<file path="config.mk">
export PLATFORM = sky130hd
export DESIGN_NAME = mux4_rr_arbiter
export DESIGN_NICKNAME = d
export VERILOG_FILES = /design/src/rtl/mux4_rr_arbiter.sv
export SDC_FILE = /design/constraint.sdc
export NUM_CORES = 1
export LEC_CHECK = 0
export CAP_MARGIN = 5
export CORE_MARGIN = 2
export CORE_UTILIZATION = 50
export DETAILED_ROUTE_END_ITERATION = 6
export DONT_BUFFER_PORTS = 1
export SYNTH_ARGS = -nofsm -noshare
export SYNTH_HDL_FRONTEND = slang
export SYNTH_SLANG_ARGS = --single-unit
</file>
<file path="constraint.sdc">
create_clock -name clk -period 2.7 [get_ports clk]
set_clock_uncertainty 0.2 [all_clocks]
set_input_delay 0.54 -clock clk [delete_from_list [all_inputs] [get_ports clk]]
set_output_delay 0.54 -clock clk [all_outputs]
set_load 0.03 [all_outputs]
</file>
<file path="src/rtl/mux4_rr_arbiter.sv">
// Round-robin arbiter owning a shared 4:1 mux: one-hot registered grant/select,
// per-owner hold limit, and a registered mux output that trails the grant by one cycle.
module mux4_rr_arbiter #(
    parameter int DATA_W   = 1,
    parameter int MAX_HOLD = 8
) (
    input  logic                  clk,
    input  logic                  rst_n,
    input  logic [3:0]            req,
    input  logic [4*DATA_W-1:0]   d_in,
    output logic [3:0]            grant,
    output logic [1:0]            sel,
    output logic                  busy,
    output logic [DATA_W-1:0]     y,
    output logic                  y_valid
);

    localparam int HC_W = (MAX_HOLD < 1) ? 1 : $clog2(MAX_HOLD + 1);

    typedef enum logic {
        IDLE = 1'b0,
        OWN  = 1'b1
    } state_t;

    state_t              state_q, state_d;
    logic [3:0]          grant_q, grant_d;
    logic [1:0]          sel_q, sel_d;
    logic [1:0]          ptr_q, ptr_d;
    logic [HC_W-1:0]     hold_cnt_q, hold_cnt_d;
    logic [DATA_W-1:0]   y_q, y_d;
    logic                y_valid_q, y_valid_d;

    logic [DATA_W-1:0]   d_slice [4];
    logic [1:0]          cand_idx [4];
    logic [3:0]          req_rot;
    logic                win_found;
    logic [1:0]          win_idx;
    logic                hold_last;
    logic                rearb;
    logic                busy_w;

    // req_rot[k] is the request k positions after ptr, so bit 0 has top priority.
    for (genvar gi = 0; gi < 4; gi++) begin : g_lane
        assign d_slice[gi]  = d_in[gi*DATA_W +: DATA_W];
        assign cand_idx[gi] = ptr_q + 2'(gi);
        assign req_rot[gi]  = req[cand_idx[gi]];
    end

    always_comb begin
        win_found = 1'b0;
        win_idx   = ptr_q;
        for (int i = 3; i >= 0; i--) begin
            if (req_rot[i]) begin
                win_found = 1'b1;
                win_idx   = cand_idx[i];
            end
        end
    end

    assign busy_w    = |grant_q;
    assign hold_last = (hold_cnt_q == HC_W'(MAX_HOLD - 1));
    assign rearb     = (state_q == IDLE) || !req[sel_q] || hold_last;

    always_comb begin
        state_d    = state_q;
        grant_d    = grant_q;
        sel_d      = sel_q;
        ptr_d      = ptr_q;
        hold_cnt_d = hold_cnt_q;

        if (rearb) begin
            // The outgoing owner sits at the bottom of the rotated order, so it
            // only wins back the mux when nobody else is asking.
            hold_cnt_d = '0;
            if (win_found) begin
                state_d = OWN;
                grant_d = 4'b0001 << win_idx;
                sel_d   = win_idx;
                ptr_d   = win_idx + 2'd1;
            end else begin
                state_d = IDLE;
                grant_d = 4'b0000;
            end
        end else if (!hold_last) begin
            hold_cnt_d = hold_cnt_q + HC_W'(1);
        end
    end

    always_comb begin
        y_d       = busy_w ? d_slice[sel_q] : '0;
        y_valid_d = busy_w;
    end

    always_ff @(posedge clk or negedge rst_n) begin
        if (!rst_n) begin
            state_q    <= IDLE;
            grant_q    <= 4'b0000;
            sel_q      <= 2'd0;
            ptr_q      <= 2'd0;
            hold_cnt_q <= '0;
            y_q        <= '0;
            y_valid_q  <= 1'b0;
        end else begin
            state_q    <= state_d;
            grant_q    <= grant_d;
            sel_q      <= sel_d;
            ptr_q      <= ptr_d;
            hold_cnt_q <= hold_cnt_d;
            y_q        <= y_d;
            y_valid_q  <= y_valid_d;
        end
    end

    assign grant   = grant_q;
    assign sel     = sel_q;
    assign busy    = busy_w;
    assign y       = y_q;
    assign y_valid = y_valid_q;

endmodule

</file>
# --- Word level (Yosys, flattened, before mapping) ---
# Index checks and enable logic that the tools add are counted.
op_classes:
  n_addsub: 5
  magnitude_cmp: 6
  eq_ne: 2
  shifts: 1
  mux: 26
  bitwise_logic: 2
  reduce_logical: 5
op_table:
  columns: ["cell", "count"]
  rows:
  - ["less-than comparator 2 x 3 -> 1 bit (second input constant)", 5]
  - ["two-way mux 1 bit", 13]
  - ["binary-select mux 1 bit (select 2 bit)", 6]
  - ["two-way mux 4 bit", 3]
  - ["two-way mux 2 bit", 4]
  - ["adder 2 x 1 -> 2 bit (second input constant)", 2]
  - ["adder 2 bit (second input constant)", 2]
  - ["adder 4 x 1 -> 4 bit (second input constant)", 1]
  - ["equality test 4 x 3 -> 1 bit (second input constant)", 1]
  - ["OR reduction 4 bit", 1]
  - ["left shift 1 x 2 -> 4 bit (first input constant)", 1]
  - ["greater-or-equal comparator 3 bit (second input constant)", 1]
  - ["NOT 2 -> 3 bit", 1]
  - ["logical OR 1 bit", 2]
  - ["!= test 2 x 1 -> 1 bit (second input constant)", 1]
  - ["AND reduction 2 bit", 1]
  - ["logical NOT 1 bit", 1]
  - ["NOT 1 bit", 1]
word_totals:
  reg_bits: 15
  inputBits: 10
  out_inout_bits: 9
  word_cells: 54

# --- Logic depth before layout (Yosys ltp) ---
# Gate-level depths: netlist of the first run.
logic_depth:
  ltp_word: 9
  mapped_depth: 7
  mapped_depth_nobuf: 6

# --- Least setup slack after synthesis of the first run ---
# No wires, ideal clock.
synth_timing:
  kind: "flip-flop to flip-flop"
  start: "register sel_q[0] (netlist: sel[0])"
  end: "register sel_q[1] (netlist: sel[1])"
  setup_time_ns: 0.128
  arrival_time_ns: 1.829
  t_required_ns: 2.372
  setup_slack_ns: 0.544
  path_stages_with_launch: 6
  path_buffers: 1
  period_less_slack_ns: 2.156
  path_cell_list: "dfrtp_1 mux4_2 and3_1 buf_6 nor2_8 mux2_1"
synth_via:
  elab_chain_cells: 6
synth_lines:
  columns: ["item", "line", "rtl"]
  rows:
  - ["start, declared", "27", "logic [1:0] sel_q, sel_d;"]
  - ["start signal, assigned", "106", "sel_q <= sel_d;"]
  - ["binary-select mux 1 bit (select 2 bit)", "62", "assign rearb = (state_q == IDLE) || !req[sel_q] || hold_last;"]
  - ["two-way mux 1 bit (not written as such)", "62", null]
  - ["logical NOT 1 bit", "62", null]
  - ["logical OR 1 bit (2 in series)", "62", null]
  - ["AND reduction 2 bit (no line)", null, null]
# No other way between the ends. The select of a mux whose other input is x is not followed.
# A chain may end at the register's enable or synchronous reset.

# --- Worst setup path after layout of the first run ---
layout_timing:
  start: "register grant_q[1] (netlist: grant[1])"
  end: "output port busy"
layout_via:
  elab_chain_cells: 1
layout_lines:
  columns: ["item", "line", "rtl"]
  rows:
  - ["start, declared", "26", "logic [3:0] grant_q, grant_d;"]
  - ["start signal, assigned", "105", "grant_q <= grant_d;"]
  - ["OR reduction 4 bit", "60", "assign busy_w = |grant_q;"]
  - ["end, declared", "13", "output logic busy,"]
# No other way between the ends.

==> results of run 1 <==
==> cells in the mapped netlist, drive strengths merged <==
master,count
a21o,2
a21oi,1
a2bb2oi,1
and2,2
and3,2
buf,1
dfrtp,15
ha,1
inv,1
mux2,1
mux4,2
nand2,8
nand2b,2
nand3,2
nand3b,1
nor2,7
nor2b,3
nor3,1
nor4,1
o21ai,4
o221ai,1
o31ai,3
or4,1
xor2,3
==> sequential cells by signal, summed over array words and instances, names as in the netlist <==
register    cells
y_valid         1
y               1
sel             2
grant           4
state_q         1
hold_cnt_q      4
ptr_q           2
==> worst reg2reg max path: cells and delay by family (launching register included) <==
| kind | cells | cell delay (ps) |
|---|---|---|
| muxes | 2 | 700 |
| and+or+nand+nor | 2 | 450 |
| DFF | 1 | 590 |
==> cells by family (layout without fill, tap and decap cells) <==
kind of cell / after synthesis / count (layout) / share of synthesized area, %
DFF: 15 / 15 / 50.9
adders and majority gates: 1 / 1 / 1.70
xor gates and xnor gates: 3 / 3 / 3.57
muxes: 3 / 3 / 7.64
buffers and inverters: 2 / 8 / 2.04
and+or+nand+nor: 30 / 30 / 23.3
AOI/OAI and AO/OA: 12 / 12 / 10.9
==> stage by stage <==
step                instances  utilization [%]
detailed placement         82             56.9
global placement           82             56.9
CTS                        87             59.7
global route               87             59.7
finish                     87             59.7
floorplan                  66                -
==> layout make-up <==
class	count	area share [%]
flip-flops and latches	15	47.2
multi-input cells	49	43.6
inverters	1	0.472
clock buffers	4	3.30
repair buffers	3	3.14
well taps	15	2.36
==> layout by cell type (no fill, tap or decap), types with 3 or more instances in the layout <==
cell type	instances
dfrtp_1	15
nand2_1	8
nor2_1	6
nor2b_1	3
xor2_1	3
o31ai_1	3
clkbuf_4	3
==> path summary, 6_finish.rpt <==
kind | start | end | slack, ps | cells past startpoint
max | grant[1] | busy | 410 | 1
min | hold_cnt_q[0] | hold_cnt_q[0] | 270 | 1
max reg2reg | sel[1] | sel[1] | 650 | 4
min reg2reg | hold_cnt_q[0] | hold_cnt_q[0] | 270 | 1
max in group asynchronous | rst_n | hold_cnt_q[3] | 1360 | 1
min in group asynchronous | rst_n | y_valid | 520 | 1
==> routing by layer <==
metal / GRT usage [%] / share of wire, % / vias to the layer above / wire length [um]
met3: 2.59 / 7.8 / 2 / 106
met5: 0 / 0 / - / 0
met4: 5.63 / 0.89 / 0 / 12
met1: 22.8 / 44 / 247 / 592
li1: - / - / 248 / -
met2: 26.8 / 47 / 31 / 639
==> timing repair <==
item                                    4_1_cts  5_1_grt
endpoints found under the setup margin        0        0
endpoints found under the hold margin        15        0
hold buffers                                  1        0
==> power groups by stage <==
stage,Clock [mW],Sequential (mW),Combinational [mW]
finish,0.126,0.464,0.349
global route,0.140,0.477,0.388
CTS,0.129,0.465,0.353
detailed placement,0,0.469,0.346
global placement,0,0.469,0.347
floorplan,0,0.470,0.283
==> qor.txt, run 1 <==
DRC - 0
cts bufs inserted - 3
largest cells by area after synthesis - dfrtp_1, mux4_2, nand2_1, xor2_1, nor2_1
Post-CTS Setup Bufs - 0
mean post-synth cell area - 11.2 um2
Clock transition at path regs - 90 ps
Worst Path Buf+Inv - 0
sequence of cells on the critical path - or4_1
Final nets - 84
synth warn - 0
CTS max path bufs - 2
hold slack - 267 ps
share of cells above drive strength 1 - 12.5%
worst-path fanout max - 3
CP delay by family, top - simple AND/OR/NAND/NOR gates
Clock Power Share - 13.5%
Die Ht - 42.4 um
largest net degree at the start of global routing - 16
first-iteration detailed-routing DRC count - 20
Cell Area, Synth - 737 um2
Placement Setup Slack - 583 ps
die span in x - 42.4 um
initial antenna violation count - 0
required time worst endpoint - 1960 ps
IO buf count - 0
Placeable Area - 1330 um2
combinational share of power - 37.1%
WS Path Type - reg2out
area of the multi-input gates - 347 um2
Critical Path Start Type - flop
Antenna Violating Nets Remaining - 0
max incr delay on CP - 760 ps
H-Tree Depth - 1
Pleak - 0.364 nW
Total Power - 939 uW
cell at the root of the clock tree - clkbuf_4
RSZ-0062 raised after global routing - no
total die area - 1800 um2
worst slew pin tran - 647 ps
final setup margin - 410 ps
Via-to-Cell Ratio - 6.07
switching share of total power - 45.5%
max_cap viols - 0
Post-CTS Resized - 0
syn_nets - 77
placed cell area - 759 um2
ant diodes - 0
share of power burned in registers - 49.4%
final setup fails - 0
final worst path period need - 2290 ps
VDD IR max - 0.584 mV
top-area cell type share of the netlist area - 50.9%
sequential element share of the synthesized area - 50.9%
FP Rows - 13
NetSw - 427 uW
leading area contributor after synthesis - dfrtp_1
outcome - completed
TNS Setup - 0 ps
TritonCTS clock tree - yes
FF+latch area - 375 um2
Worst path slowest cell - or4_1
I/O Pins - 19
FMAX - 437 MHz
Post-Route WL - 1.35 mm
global route overflow - 0
GRT Resource Usage Total - 16.6%
Netlist cell types - 26
Int Pwr - 511 uW
crit share post-route - 84.8%
gpl congestion - 0.824
wire length per cell - 15.5 um
critical path capture point type - output port
flops & latches, synth - 15
clock sinks - 15
Slew Viols, Final - 0
vias after detailed routing - 528
CP arrival - 1550 ps
TritonRoute pass-1 iters - 4
first-pass GRT wire length - 2.21 mm
DP HPWL - 1.00 mm
post-synthesis cell count - 66
Hold Crit Class - reg2reg
clk_lat worst skew - 280 ps
Final Hold Viols - 0
Starting Density - 55.3%
post-route cell area - 796 um2
relative slew slack - 56.7%
Fillers - 106
vias in the first global route - 498
P per Cell Area - 1180 nW/um2
Synth-to-Final Area Change - 7.98%
(Power assumes the default switching activity.)
==> run 2, diff against run 1 <==
--- a/config.mk
+++ b/config.mk
@@ -5,11 +5,13 @@
 export SDC_FILE = /design/constraint.sdc
 export NUM_CORES = 1
 export LEC_CHECK = 0
+export ABC_AREA = 1
 export CAP_MARGIN = 5
 export CORE_MARGIN = 2
 export CORE_UTILIZATION = 50
 export DETAILED_ROUTE_END_ITERATION = 6
 export DONT_BUFFER_PORTS = 1
+export PLACE_DENSITY = 0.68
 export SYNTH_ARGS = -nofsm -noshare
 export SYNTH_HDL_FRONTEND = slang
 export SYNTH_SLANG_ARGS = --single-unit
==> constraint.sdc (replaced) <==
create_clock -name clk -period 2 [get_ports clk]
set_clock_uncertainty 0.2 [all_clocks]
set_input_delay 0.4 -clock clk [delete_from_list [all_inputs] [get_ports clk]]
set_output_delay 0.4 -clock clk [all_outputs]
set_load 0.03 [all_outputs]
==> run 2 against run 1 <==
Net effect:
- critical path depth increased by 1
- register-to-register slack got worse by 410 ps
- combinational power rose to 3.4 times the previous value
- sequential power rose by 36%
- hold slack worse by 140 ps
- sequential share of layout area decreased by 11 points
- flip-flop and latch count unchanged
- power rose by 110%
- non-clock buffer count grew 3
- global-route usage rose by 1.9 points
- largest power group is now combinational logic
==> qor.txt, run 2 <==
Clock transition at path regs - 90 ps
Via-to-Cell Ratio - 4.97
Cell Area, Synth - 926 um2
first-pass GRT wire length - 2.84 mm
worst hold path startpoint - d_in[3]
most common cell after layout, fill and taps aside - nand2_1
gpl congestion - 0.929
TritonCTS clock tree - yes
required time worst endpoint - 1400 ps
Top Metal Used - met4
worst-path fanout max - 3
first-iteration detailed-routing DRC count - 24
Netlist cell types - 24
CTS max path bufs - 2
Pleak - 0.564 nW
TritonRoute pass-1 iters - 4
met3 WL - 93 um
cell at the root of the clock tree - clkbuf_4
die span in x - 47.0 um
max_cap viols - 0
r2r endpoint - ptr_q[1]
met2 WL - 832 um
sequential element share of the synthesized area - 40.5%
r2r setup slk - 240 ps
most frequent cells in the layout - nand2_1, dfrtp_1, inv_1, nand3_1, nor2_1
Int Pwr - 916 uW
ant diodes - 0
top-area cell type share of the netlist area - 40.5%
share of power burned in registers - 31.8%
P per Cell Area - 1940 nW/um2
sequence of cells on the critical path - nor4_2 -> inv_2
RSZ-0062 raised after global routing - no
cts bufs inserted - 3
H-Tree Depth - 1
CP arrival - 1280 ps
Fillers - 171
Critical Path Start Type - flop
FP Rows - 15
outcome - completed
Hold Path Sink - y
Slew Viols, Final - 0
CP delay by family, top - flip-flops
post-synthesis cell count - 129
share of cells above drive strength 1 - 20.3%
largest net degree at the start of global routing - 16
DRC - 0
Post-Route WL - 1.79 mm
vias in the first global route - 679
final worst path period need - 1880 ps
Synth-to-Final Area Change - 10.9%
Clock Power Share - 8.6%
vias after detailed routing - 810
clk_lat worst skew - 280 ps
Worst Path Buf+Inv - 1
syn_nets - 140
critical path capture point type - output port
IO buf count - 0
total die area - 2210 um2
worst slew pin tran - 642 ps
max incr delay on CP - 530 ps
global route overflow - 0
clock sinks - 15
hold path cells - 2
mean post-synth cell area - 7.18 um2
most numerous cell in the Yosys netlist - nand2_1
GRT Resource Usage Total - 18.5%
flops & latches, synth - 15
relative slew slack - 57.1%
VDD IR max - 0.984 mV
FMAX - 532 MHz
Main synth FF type - dfrtp_1
Placeable Area - 1730 um2
DP HPWL - 1.42 mm
share of async-settable or async-resettable flops after synthesis - 100%
Hold Crit Class - in2reg
Starting Density - 53.6%
largest cells by area after synthesis - dfrtp_1, nand2_1, nand3_1, inv_1, nand2_2
synth warn - 0
reg2reg start - hold_cnt_q[0]
number of flops mapped to enable cells by yosys - 0
worst reg-to-reg path cell count - 8
Antenna Violating Nets Remaining - 0
combinational share of power - 59.5%
Die Ht - 47.0 um
crit share post-route - 94.1%
Worst path slowest cell - dfrtp_1
I/O Pins - 19
hold slack - 125 ps
initial antenna violation count - 0
wire length per cell - 11.0 um
WS Path Type - reg2out
leading area contributor after synthesis - dfrtp_1
most instantiated cells after synthesis - nand2_1, dfrtp_1, inv_1
switching share of total power - 53.9%
Final Hold Viols - 0
Final nets - 150
TNS Setup - 0 ps
M1 wire length - 861 um
final setup fails - 0
NetSw - 1.07 mW
## run 2: logic make-up (layout without fill, tap and decap cells)
logic type | Yosys count | count (layout) | synth area share, %
AO/OA/AOI/OAI | 7 | 7 | 4.19
XOR/XNOR | 1 | 1 | 0.946
adder cells (fa/ha/maj) | 1 | 1 | 1.35
buffers and inverters | 17 | 26 | 8.24
flip-flops | 15 | 15 | 40.5
AND/OR/NAND/NOR | 88 | 88 | 44.7
## run 2: cell type report
class | instances | area, um2 | share of cell area (%)
Clock buffer | 4 | 26.3 | 2.56
Inverter | 16 | 65.1 | 6.33
Multi-Input combinational cell | 97 | 480 | 46.8
Sequential cell | 15 | 377 | 36.7
Tap cell | 25 | 31.3 | 3.05
Timing Repair Buffer | 6 | 47.5 | 4.63
## run 2: per-stage QoR
step	instance area (um2)	setup slack (ps)	power [mW]	utilization, %	std cells
6_report	1030	119	1.99	59.5	163
5_1_grt	1030	38.2	2.21	59.5	163
4_1_cts	1030	57.6	2.00	59.4	163
3_5_place_dp	983	206	1.81	57.0	158
3_3_place_gp	983	191	1.80	57.0	158
2_1_floorplan	926	340	1.57	-	129
## run 2: power by group through the flow
stage | registers [mW] | clock network (mW) | logic [mW]
3_5_place_dp | 0.630 | 0 | 1.18
6_report | 0.633 | 0.172 | 1.18
2_1_floorplan | 0.649 | 0 | 0.926
4_1_cts | 0.628 | 0.174 | 1.19
3_3_place_gp | 0.627 | 0 | 1.17
5_1_grt | 0.649 | 0.191 | 1.37
## run 2: worst max path at each step
stage,to,startpoint,cells after the start
2_1_floorplan,busy,grant[1],2
6_report,busy,grant[2],2
3_3_place_gp,busy,grant[2],2
4_1_cts,busy,grant[2],2
5_1_grt,busy,grant[2],2
3_5_place_dp,busy,grant[2],2
## run 2: timing repair
action / CTS / global route
hold endpoints to repair: 15 / 0
setup endpoints to repair: 1 / 2
hold buffers: 1 / 0
gates resized for setup: 1 / 2
setup buffers: 0 / 0
## run 2: metal layers
layer / global-route usage (%) / up-vias
li1: - / 418
met5: 0 / -
met4: 1.67 / 0
met3: 5.77 / 2
met2: 30.7 / 25
met1: 24.8 / 365
